[src/rtl/decode_stage_pkg.sv]
// Shared RV32I decode definitions: opcodes, funct constants, control bundle and
// the decoded-entry payload carried through the decode stage.
package decode_stage_pkg;

    localparam int unsigned ILEN   = 32;
    localparam int unsigned REG_AW = 5;
    // PC field width inside the decoded entry; decode_stage XLEN must not exceed it
    localparam int unsigned PC_W   = 32;

    localparam logic [6:0] OP_LUI    = 7'b0110111;
    localparam logic [6:0] OP_AUIPC  = 7'b0010111;
    localparam logic [6:0] OP_JAL    = 7'b1101111;
    localparam logic [6:0] OP_JALR   = 7'b1100111;
    localparam logic [6:0] OP_BRANCH = 7'b1100011;
    localparam logic [6:0] OP_LOAD   = 7'b0000011;
    localparam logic [6:0] OP_STORE  = 7'b0100011;
    localparam logic [6:0] OP_IMM    = 7'b0010011;
    localparam logic [6:0] OP_OP     = 7'b0110011;
    localparam logic [6:0] OP_FENCE  = 7'b0001111;

    localparam logic [6:0] FUNCT7_BASE   = 7'b0000000;
    localparam logic [6:0] FUNCT7_ALT    = 7'b0100000;
    localparam logic [6:0] FUNCT7_MULDIV = 7'b0000001;

    localparam logic [2:0] F3_ADD  = 3'b000;
    localparam logic [2:0] F3_SLL  = 3'b001;
    localparam logic [2:0] F3_SR   = 3'b101;
    localparam logic [2:0] F3_BR_ILL_A = 3'b010;
    localparam logic [2:0] F3_BR_ILL_B = 3'b011;
    localparam logic [2:0] F3_LD_ILL_A = 3'b011;
    localparam logic [2:0] F3_LD_ILL_B = 3'b110;
    localparam logic [2:0] F3_LD_ILL_C = 3'b111;
    localparam logic [2:0] F3_ST_MAX   = 3'b010;

    typedef enum logic [4:0] {
        EXE_ADD_OP, EXE_SUB_OP, EXE_SLL_OP, EXE_SLT_OP, EXE_SLTU_OP,
        EXE_XOR_OP, EXE_SRL_OP, EXE_SRA_OP, EXE_OR_OP, EXE_AND_OP,
        EXE_MUL_OP, EXE_MULH_OP, EXE_MULHSU_OP, EXE_MULHU_OP,
        EXE_DIV_OP, EXE_DIVU_OP, EXE_REM_OP, EXE_REMU_OP
    } alu_op_t;

    typedef enum logic [1:0] {SRCA_RS1, SRCA_PC, SRCA_ZERO} srca_t;
    typedef enum logic {SRCB_RS2, SRCB_IMM} srcb_t;
    typedef enum logic [2:0] {IMM_I, IMM_S, IMM_B, IMM_U, IMM_J} imm_sel_t;
    typedef enum logic [3:0] {
        BJ_NOOP, BJ_JAL, BJ_JALR, BJ_BEQ, BJ_BNE, BJ_BLT, BJ_BGE, BJ_BLTU, BJ_BGEU
    } bj_op_t;
    typedef enum logic [1:0] {WB_ALU, WB_MEM, WB_PC4} wb_sel_t;

    typedef struct packed {
        alu_op_t    alu_op;
        srca_t      srca;
        srcb_t      srcb;
        imm_sel_t   imm_sel;
        bj_op_t     bj_op;
        wb_sel_t    wb_sel;
        logic       reg_we;
        logic       mem_re;
        logic       mem_d_we;
        logic [2:0] mem_size;
    } controlsgs_t;

    typedef struct packed {
        controlsgs_t       ctrl;
        logic [PC_W-1:0]   pc;
        logic [REG_AW-1:0] rs1;
        logic [REG_AW-1:0] rs2;
        logic [REG_AW-1:0] rd;
        logic              illegal;
    } dec_entry_t;

    typedef enum logic [1:0] {ST_EMPTY, ST_FULL, ST_SKID} stage_state_t;

    // funct3 -> ALU op for the non-alternate integer ops
    function automatic alu_op_t base_alu(input logic [2:0] f3);
        case (f3)
            3'b000:  base_alu = EXE_ADD_OP;
            3'b001:  base_alu = EXE_SLL_OP;
            3'b010:  base_alu = EXE_SLT_OP;
            3'b011:  base_alu = EXE_SLTU_OP;
            3'b100:  base_alu = EXE_XOR_OP;
            3'b101:  base_alu = EXE_SRL_OP;
            3'b110:  base_alu = EXE_OR_OP;
            default: base_alu = EXE_AND_OP;
        endcase
    endfunction

endpackage

[src/rtl/decode_stage_logic.sv]
// Combinational RV32I(+M) decoder: instruction word in, decoded entry out.
// The pc field is left zero; the stage fills it in.
module decode_logic
    import decode_stage_pkg::*;
#(
    parameter bit EN_M = 1'b0
) (
    input  logic [ILEN-1:0] i_instr,
    output dec_entry_t      o_entry
);

    logic [6:0]  w_opcode;
    logic [2:0]  w_f3;
    logic [6:0]  w_f7;
    logic [4:0]  w_rd;
    controlsgs_t w_ctrl;
    logic        w_ill;

    assign w_opcode = i_instr[6:0];
    assign w_f3     = i_instr[14:12];
    assign w_f7     = i_instr[31:25];
    assign w_rd     = i_instr[11:7];

    always_comb begin
        w_ctrl = '0;
        w_ill  = 1'b0;
        case (w_opcode)
            OP_LUI: begin
                w_ctrl.srca = SRCA_ZERO;  w_ctrl.srcb = SRCB_IMM;
                w_ctrl.imm_sel = IMM_U;   w_ctrl.reg_we = 1'b1;
            end
            OP_AUIPC: begin
                w_ctrl.srca = SRCA_PC;    w_ctrl.srcb = SRCB_IMM;
                w_ctrl.imm_sel = IMM_U;   w_ctrl.reg_we = 1'b1;
            end
            OP_JAL: begin
                w_ctrl.srca = SRCA_PC;    w_ctrl.srcb = SRCB_IMM;
                w_ctrl.imm_sel = IMM_J;   w_ctrl.bj_op = BJ_JAL;
                w_ctrl.wb_sel = WB_PC4;   w_ctrl.reg_we = 1'b1;
            end
            OP_JALR: begin
                w_ctrl.srcb = SRCB_IMM;   w_ctrl.imm_sel = IMM_I;
                w_ctrl.bj_op = BJ_JALR;   w_ctrl.wb_sel = WB_PC4;
                w_ctrl.reg_we = 1'b1;
            end
            OP_BRANCH: begin
                w_ctrl.srca = SRCA_PC;    w_ctrl.srcb = SRCB_IMM;
                w_ctrl.imm_sel = IMM_B;
                case (w_f3)
                    3'b000:  w_ctrl.bj_op = BJ_BEQ;
                    3'b001:  w_ctrl.bj_op = BJ_BNE;
                    3'b100:  w_ctrl.bj_op = BJ_BLT;
                    3'b101:  w_ctrl.bj_op = BJ_BGE;
                    3'b110:  w_ctrl.bj_op = BJ_BLTU;
                    3'b111:  w_ctrl.bj_op = BJ_BGEU;
                    default: w_ill = 1'b1;
                endcase
                if (w_f3 == F3_BR_ILL_A || w_f3 == F3_BR_ILL_B) w_ill = 1'b1;
            end
            OP_LOAD: begin
                w_ctrl.srcb = SRCB_IMM;   w_ctrl.imm_sel = IMM_I;
                w_ctrl.mem_re = 1'b1;     w_ctrl.wb_sel = WB_MEM;
                w_ctrl.reg_we = 1'b1;     w_ctrl.mem_size = w_f3;
                if (w_f3 == F3_LD_ILL_A || w_f3 == F3_LD_ILL_B || w_f3 == F3_LD_ILL_C)
                    w_ill = 1'b1;
            end
            OP_STORE: begin
                w_ctrl.srcb = SRCB_IMM;   w_ctrl.imm_sel = IMM_S;
                w_ctrl.mem_d_we = 1'b1;   w_ctrl.mem_size = w_f3;
                if (w_f3 > F3_ST_MAX) w_ill = 1'b1;
            end
            OP_IMM: begin
                w_ctrl.srcb = SRCB_IMM;   w_ctrl.imm_sel = IMM_I;
                w_ctrl.reg_we = 1'b1;     w_ctrl.alu_op = base_alu(w_f3);
                if (w_f3 == F3_SLL && w_f7 != FUNCT7_BASE) w_ill = 1'b1;
                if (w_f3 == F3_SR) begin
                    if (w_f7 == FUNCT7_ALT)       w_ctrl.alu_op = EXE_SRA_OP;
                    else if (w_f7 != FUNCT7_BASE) w_ill = 1'b1;
                end
            end
            OP_OP: begin
                w_ctrl.reg_we = 1'b1;
                case (w_f7)
                    FUNCT7_BASE: w_ctrl.alu_op = base_alu(w_f3);
                    FUNCT7_ALT: begin
                        if (w_f3 == F3_ADD)     w_ctrl.alu_op = EXE_SUB_OP;
                        else if (w_f3 == F3_SR) w_ctrl.alu_op = EXE_SRA_OP;
                        else                    w_ill = 1'b1;
                    end
                    FUNCT7_MULDIV: begin
                        // M ops are laid out in funct3 order starting at MUL
                        if (EN_M) w_ctrl.alu_op = alu_op_t'(5'(EXE_MUL_OP) + 5'(w_f3));
                        else      w_ill = 1'b1;
                    end
                    default: w_ill = 1'b1;
                endcase
            end
            OP_FENCE: ;
            default: w_ill = 1'b1;
        endcase
        if (w_ill)       w_ctrl = '0;
        if (w_rd == '0)  w_ctrl.reg_we = 1'b0;
    end

    always_comb begin
        o_entry         = '0;
        o_entry.ctrl    = w_ctrl;
        o_entry.rs1     = i_instr[19:15];
        o_entry.rs2     = i_instr[24:20];
        o_entry.rd      = w_rd;
        o_entry.illegal = w_ill;
    end

endmodule

[src/rtl/decode_stage.sv]
// Registered decode stage: main + skid slot holding decoded entries, valid/ready
// on both sides with a registered in_ready, and a saturating illegal counter.
module decode_stage
    import decode_stage_pkg::*;
#(
    parameter int unsigned XLEN  = 32,
    parameter bit          EN_M  = 1'b0,
    parameter int unsigned CNT_W = 16
) (
    input  logic              clk,
    input  logic              rst,
    input  logic              flush,
    input  logic              in_valid,
    output logic              in_ready,
    input  logic [ILEN-1:0]   in_instr,
    input  logic [XLEN-1:0]   in_pc,
    output logic              out_valid,
    input  logic              out_ready,
    output controlsgs_t       out_ctrl,
    output logic [XLEN-1:0]   out_pc,
    output logic [REG_AW-1:0] out_rs1,
    output logic [REG_AW-1:0] out_rs2,
    output logic [REG_AW-1:0] out_rd,
    output logic              out_illegal,
    output logic [CNT_W-1:0]  illegal_count
);

    stage_state_t     r_state, w_state_nxt;
    logic             r_out_valid, r_in_ready;
    dec_entry_t       r_main, r_skid, w_dec, w_entry;
    logic [CNT_W-1:0] r_cnt;
    logic             w_in_xfer, w_out_xfer;
    logic             w_load_main, w_load_skid, w_skid_to_main;

    decode_logic #(.EN_M(EN_M)) u_decode_logic (
        .i_instr (in_instr),
        .o_entry (w_dec)
    );

    always_comb begin
        w_entry    = w_dec;
        w_entry.pc = PC_W'(in_pc);
    end

    assign w_in_xfer  = in_valid && r_in_ready;
    assign w_out_xfer = r_out_valid && out_ready;

    always_ff @(posedge clk) begin
        if (rst) begin
            r_state     <= ST_EMPTY;
            r_out_valid <= 1'b0;
            r_in_ready  <= 1'b1;
        end else begin
            r_state     <= w_state_nxt;
            r_out_valid <= (w_state_nxt != ST_EMPTY);
            r_in_ready  <= (w_state_nxt != ST_SKID);
        end
    end

    always_comb begin
        w_state_nxt = r_state;
        if (flush) begin
            w_state_nxt = ST_EMPTY;
        end else begin
            case (r_state)
                ST_EMPTY: if (w_in_xfer) w_state_nxt = ST_FULL;
                ST_FULL: begin
                    if (w_out_xfer && !w_in_xfer)      w_state_nxt = ST_EMPTY;
                    else if (!w_out_xfer && w_in_xfer) w_state_nxt = ST_SKID;
                end
                ST_SKID:  if (w_out_xfer) w_state_nxt = ST_FULL;
                default:  w_state_nxt = ST_EMPTY;
            endcase
        end
    end

    // Slot-load strobes; a flush suppresses every load
    always_comb begin
        w_load_main    = 1'b0;
        w_load_skid    = 1'b0;
        w_skid_to_main = 1'b0;
        if (!flush) begin
            case (r_state)
                ST_EMPTY: w_load_main = w_in_xfer;
                ST_FULL: begin
                    w_load_main = w_in_xfer && w_out_xfer;
                    w_load_skid = w_in_xfer && !w_out_xfer;
                end
                ST_SKID:  w_skid_to_main = w_out_xfer;
                default:  ;
            endcase
        end
    end

    always_ff @(posedge clk) begin
        if (rst) begin
            r_main <= '0;
            r_skid <= '0;
        end else begin
            if (w_load_main)         r_main <= w_entry;
            else if (w_skid_to_main) r_main <= r_skid;
            if (w_load_skid)         r_skid <= w_entry;
        end
    end

    always_ff @(posedge clk) begin
        if (rst)
            r_cnt <= '0;
        else if (w_in_xfer && !flush && w_entry.illegal && r_cnt != '1)
            r_cnt <= r_cnt + CNT_W'(1);
    end

    assign in_ready      = r_in_ready;
    assign out_valid     = r_out_valid;
    assign out_ctrl      = r_main.ctrl;
    assign out_pc        = XLEN'(r_main.pc);
    assign out_rs1       = r_main.rs1;
    assign out_rs2       = r_main.rs2;
    assign out_rd        = r_main.rd;
    assign out_illegal   = r_main.illegal;
    assign illegal_count = r_cnt;

endmodule
[config.mk]
export PLATFORM = sky130hd
export DESIGN_NAME = decode_stage
export DESIGN_NICKNAME = d
export VERILOG_FILES = /design/src/rtl/decode_stage_pkg.sv /design/src/rtl/decode_stage_logic.sv /design/src/rtl/decode_stage.sv
export SDC_FILE = /design/constraint.sdc
export NUM_CORES = 1
export LEC_CHECK = 0
export BUFFER_PORTS_ARGS = -buffer_cell sky130_fd_sc_hd__clkbuf_2
export CORE_ASPECT_RATIO = 0.9
export CORE_UTILIZATION = 28
export DETAILED_ROUTE_END_ITERATION = 7
export GPL_ROUTABILITY_DRIVEN = 0
export PLACE_DENSITY = 0.51
export SYNTH_ARGS = -nofsm -noshare
export SYNTH_HDL_FRONTEND = slang
export SYNTH_HIERARCHICAL = 1
export SYNTH_SLANG_ARGS = --single-unit
[constraint.sdc]
create_clock -name clk -period 3.9 [get_ports clk]
set_clock_uncertainty 0.1 [all_clocks]
set_input_delay 0.78 -clock clk [delete_from_list [all_inputs] [get_ports clk]]
set_output_delay 0.78 -clock clk [all_outputs]
set_load 0.005 [all_outputs]
==> impl_metrics.env <==
export IMPL_outcome="finished clean"
export IMPL_hold_depth=2
export IMPL_r2r_cells=4
export IMPL_synthCells=871
export IMPL_drtIter0Drc=459
export IMPL_cp_slowest_cell="nor4_1"
export IMPL_rsz0062_at_grt="false"
export IMPL_die_w_um=169.4
export IMPL_clk_latency_ps=420
export IMPL_cpLargestDelayFamily="simple AND/OR/NAND/NOR gates"
export IMPL_fillers=2624
export IMPL_synth_area_per_cell_um2=8.112
export IMPL_hold_buffers=0
export IMPL_grtUsageTotal=0.1614
export IMPL_via_per_inst=4.890
export IMPL_tightest_slew_ps=821.1
export IMPL_port_buffers=157
export IMPL_dp_final_hpwl_um=13390
export IMPL_cts_root_buf="clkbuf_16"
export IMPL_hold_viol=0
export IMPL_drv_slew=0
export IMPL_gr_total_overflow=0
export IMPL_vdd_ir_drop_worst_mv=0.2635
export IMPL_path_buf_inv=1
export IMPL_area_delta_synth_final_pct=21.07
export IMPL_maxCapViolCount=0
export IMPL_dr_pass1_iters=7
export IMPL_crit_chain="clkbuf_2 -> nand2b_2 -> a2bb2oi_1 -> a311oi_2 -> o2111ai_2 -> nand2b_1 -> and4b_2 -> nand2_1 -> nor4_1 -> mux2_2"
export IMPL_hold_path_class="register to register"
export IMPL_antenna_cells=0
export IMPL_min_to="out_ctrl[18]$_SDFFE_PP0P_"
export IMPL_ant_nets=0
export IMPL_io_pins=158
export IMPL_critPathRequiredTime_ps=4110
export IMPL_cts_made_buffers=17
export IMPL_min_period_over_period=0.8027
export IMPL_fin_crit_ps=3131
export IMPL_crit_path_max_incr_delay_ps=380
export IMPL_reg2reg_from="illegal_count[0]$_SDFFE_PP0P_"
export IMPL_hp_start="out_ctrl[18]$_SDFFE_PP0P_"
export IMPL_reg2reg_slack_ps=1720
export IMPL_layout_drive_gt1_share=0.2432
export IMPL_regArea_um2=3243
export IMPL_fmax_ghz=0.3194
export IMPL_worstSetupStartpointType="input port"
export IMPL_cp_end_kind="register"
export IMPL_syn_num_nets=941
export IMPL_vias=6489
export IMPL_rows=54
export IMPL_core_area_um2=24530
export IMPL_setup_tns_final_ps=0
export IMPL_setup_viol=0
export IMPL_dieArea_um2=25870
export IMPL_p_leak_nw=3.127
export IMPL_die_h_um=152.7
export IMPL_grt_max_degree=72
export IMPL_cts_resized_gates=0
export IMPL_cts_tree="built"
export IMPL_routed_wl_um=20430
export IMPL_critPathKind="input port to register"
export IMPL_multiInputGateArea_um2=3363
export IMPL_nets=1048
export IMPL_max_slew_margin=0.4515
export IMPL_p_per_area_nw_per_um2=428.1
export IMPL_start_util=0.2881
export IMPL_grt_antenna_before_repair=0
export IMPL_worstPathArrival_ps=3340
export IMPL_ys_warn_count=6
export IMPL_layout_cells_non_filler=1327
export IMPL_cts_setup_buffers=0
export IMPL_clkTransAtPathRegs_ps=70
export IMPL_dp_cells=1295
export IMPL_crit_fanout=12
export IMPL_grt_pass1_vias=6175
export IMPL_htreeDepth=4
export IMPL_reg2reg_to="illegal_count[12]$_SDFFE_PP0P_"
export IMPL_cts_num_sinks=162
export IMPL_drc=0
export IMPL_wire_per_inst_um=15.39
export IMPL_netlist_area_um2=7066
export IMPL_cts_buffer_depth=2
export IMPL_grt_pass1_wl_um=33360
## routing by layer
| layer | routed length, µm | global-route usage | vias up | share of wire |
|---|---|---|---|---|
| met5 | 0 | 0 | - | 0 |
| met4 | 206 | 0.04161 | 0 | 0.010 |
| met3 | 1075 | 0.03896 | 15 | 0.053 |
| met2 | 9186 | 0.2477 | 155 | 0.45 |
| met1 | 9958 | 0.2248 | 3063 | 0.49 |
| li1 | - | - | 3256 | - |
## flip-flops by register name, summed over array words and instances (netlist names)
name,count
out_pc,32
in_ready,1
illegal_count,16
r_state,2
out_illegal,1
out_rs2,5
out_valid,1
out_rs1,5
out_rd,5
r_skid,71
out_ctrl,23
## worst register-to-register path: stages (launching register included)
cell,delay (ps)
dfxtp_1,510
ha_1,400
nand2_1,320
nor4_1,380
mux2_2,370
## through the flow
stage,setup WS [ps],util,hold WS [ps],instance area (µm²),power (mW)
floorplan,678.6,-,336.8,7066,1.917
global placement,446.5,0.3250,341.5,7970,2.024
detailed placement,323.0,0.3250,346.7,7970,2.026
CTS,788.9,0.3488,356.0,8554,3.729
global route,564.5,0.3488,370.5,8554,3.821
finish,769.4,0.3488,352.0,8554,3.662
## area by class of cell
class / count / area share
Clock buffer: 18 / 0.05134
Clock inverter: 14 / 0.01697
Inverter: 8 / 0.003510
Multi-Input combinational cell: 617 / 0.3932
Sequential cell: 162 / 0.3791
Tap cell: 336 / 0.04914
Timing Repair Buffer: 172 / 0.1068
## cell usage in the layout (no fill, tap or decap), types with 9 or more instances in the layout
master,n
nand2_1,238
dfxtp_1,162
clkbuf_2,156
a21oi_1,152
a22oi_1,72
nor2_1,23
clkbuf_16,17
buf_4,15
nor2b_1,9
## how the worst max path moves through the flow
stage / start / end / slack (ps) / depth (start not counted)
final: in_instr[13] / illegal_count[12]$_SDFFE_PP0P_ / 770 / 10
after global routing: in_instr[14] / illegal_count[12]$_SDFFE_PP0P_ / 560 / 10
after CTS: in_instr[13] / illegal_count[12]$_SDFFE_PP0P_ / 790 / 10
after detailed placement: in_instr[13] / illegal_count[12]$_SDFFE_PP0P_ / 320 / 10
after global placement: in_instr[26] / illegal_count[12]$_SDFFE_PP0P_ / 450 / 10
after floorplan: in_instr[26] / illegal_count[12]$_SDFFE_PP0P_ / 680 / 11
## power by group
part	switching, mW	internal (mW)	leakage [nW]
clock network	0.754	0.922	0.284
logic	0.172	0.100	1.53
registers	0.0230	1.69	1.31
total	0.950	2.71	3.13
Power figures use the tool's default switching activity.
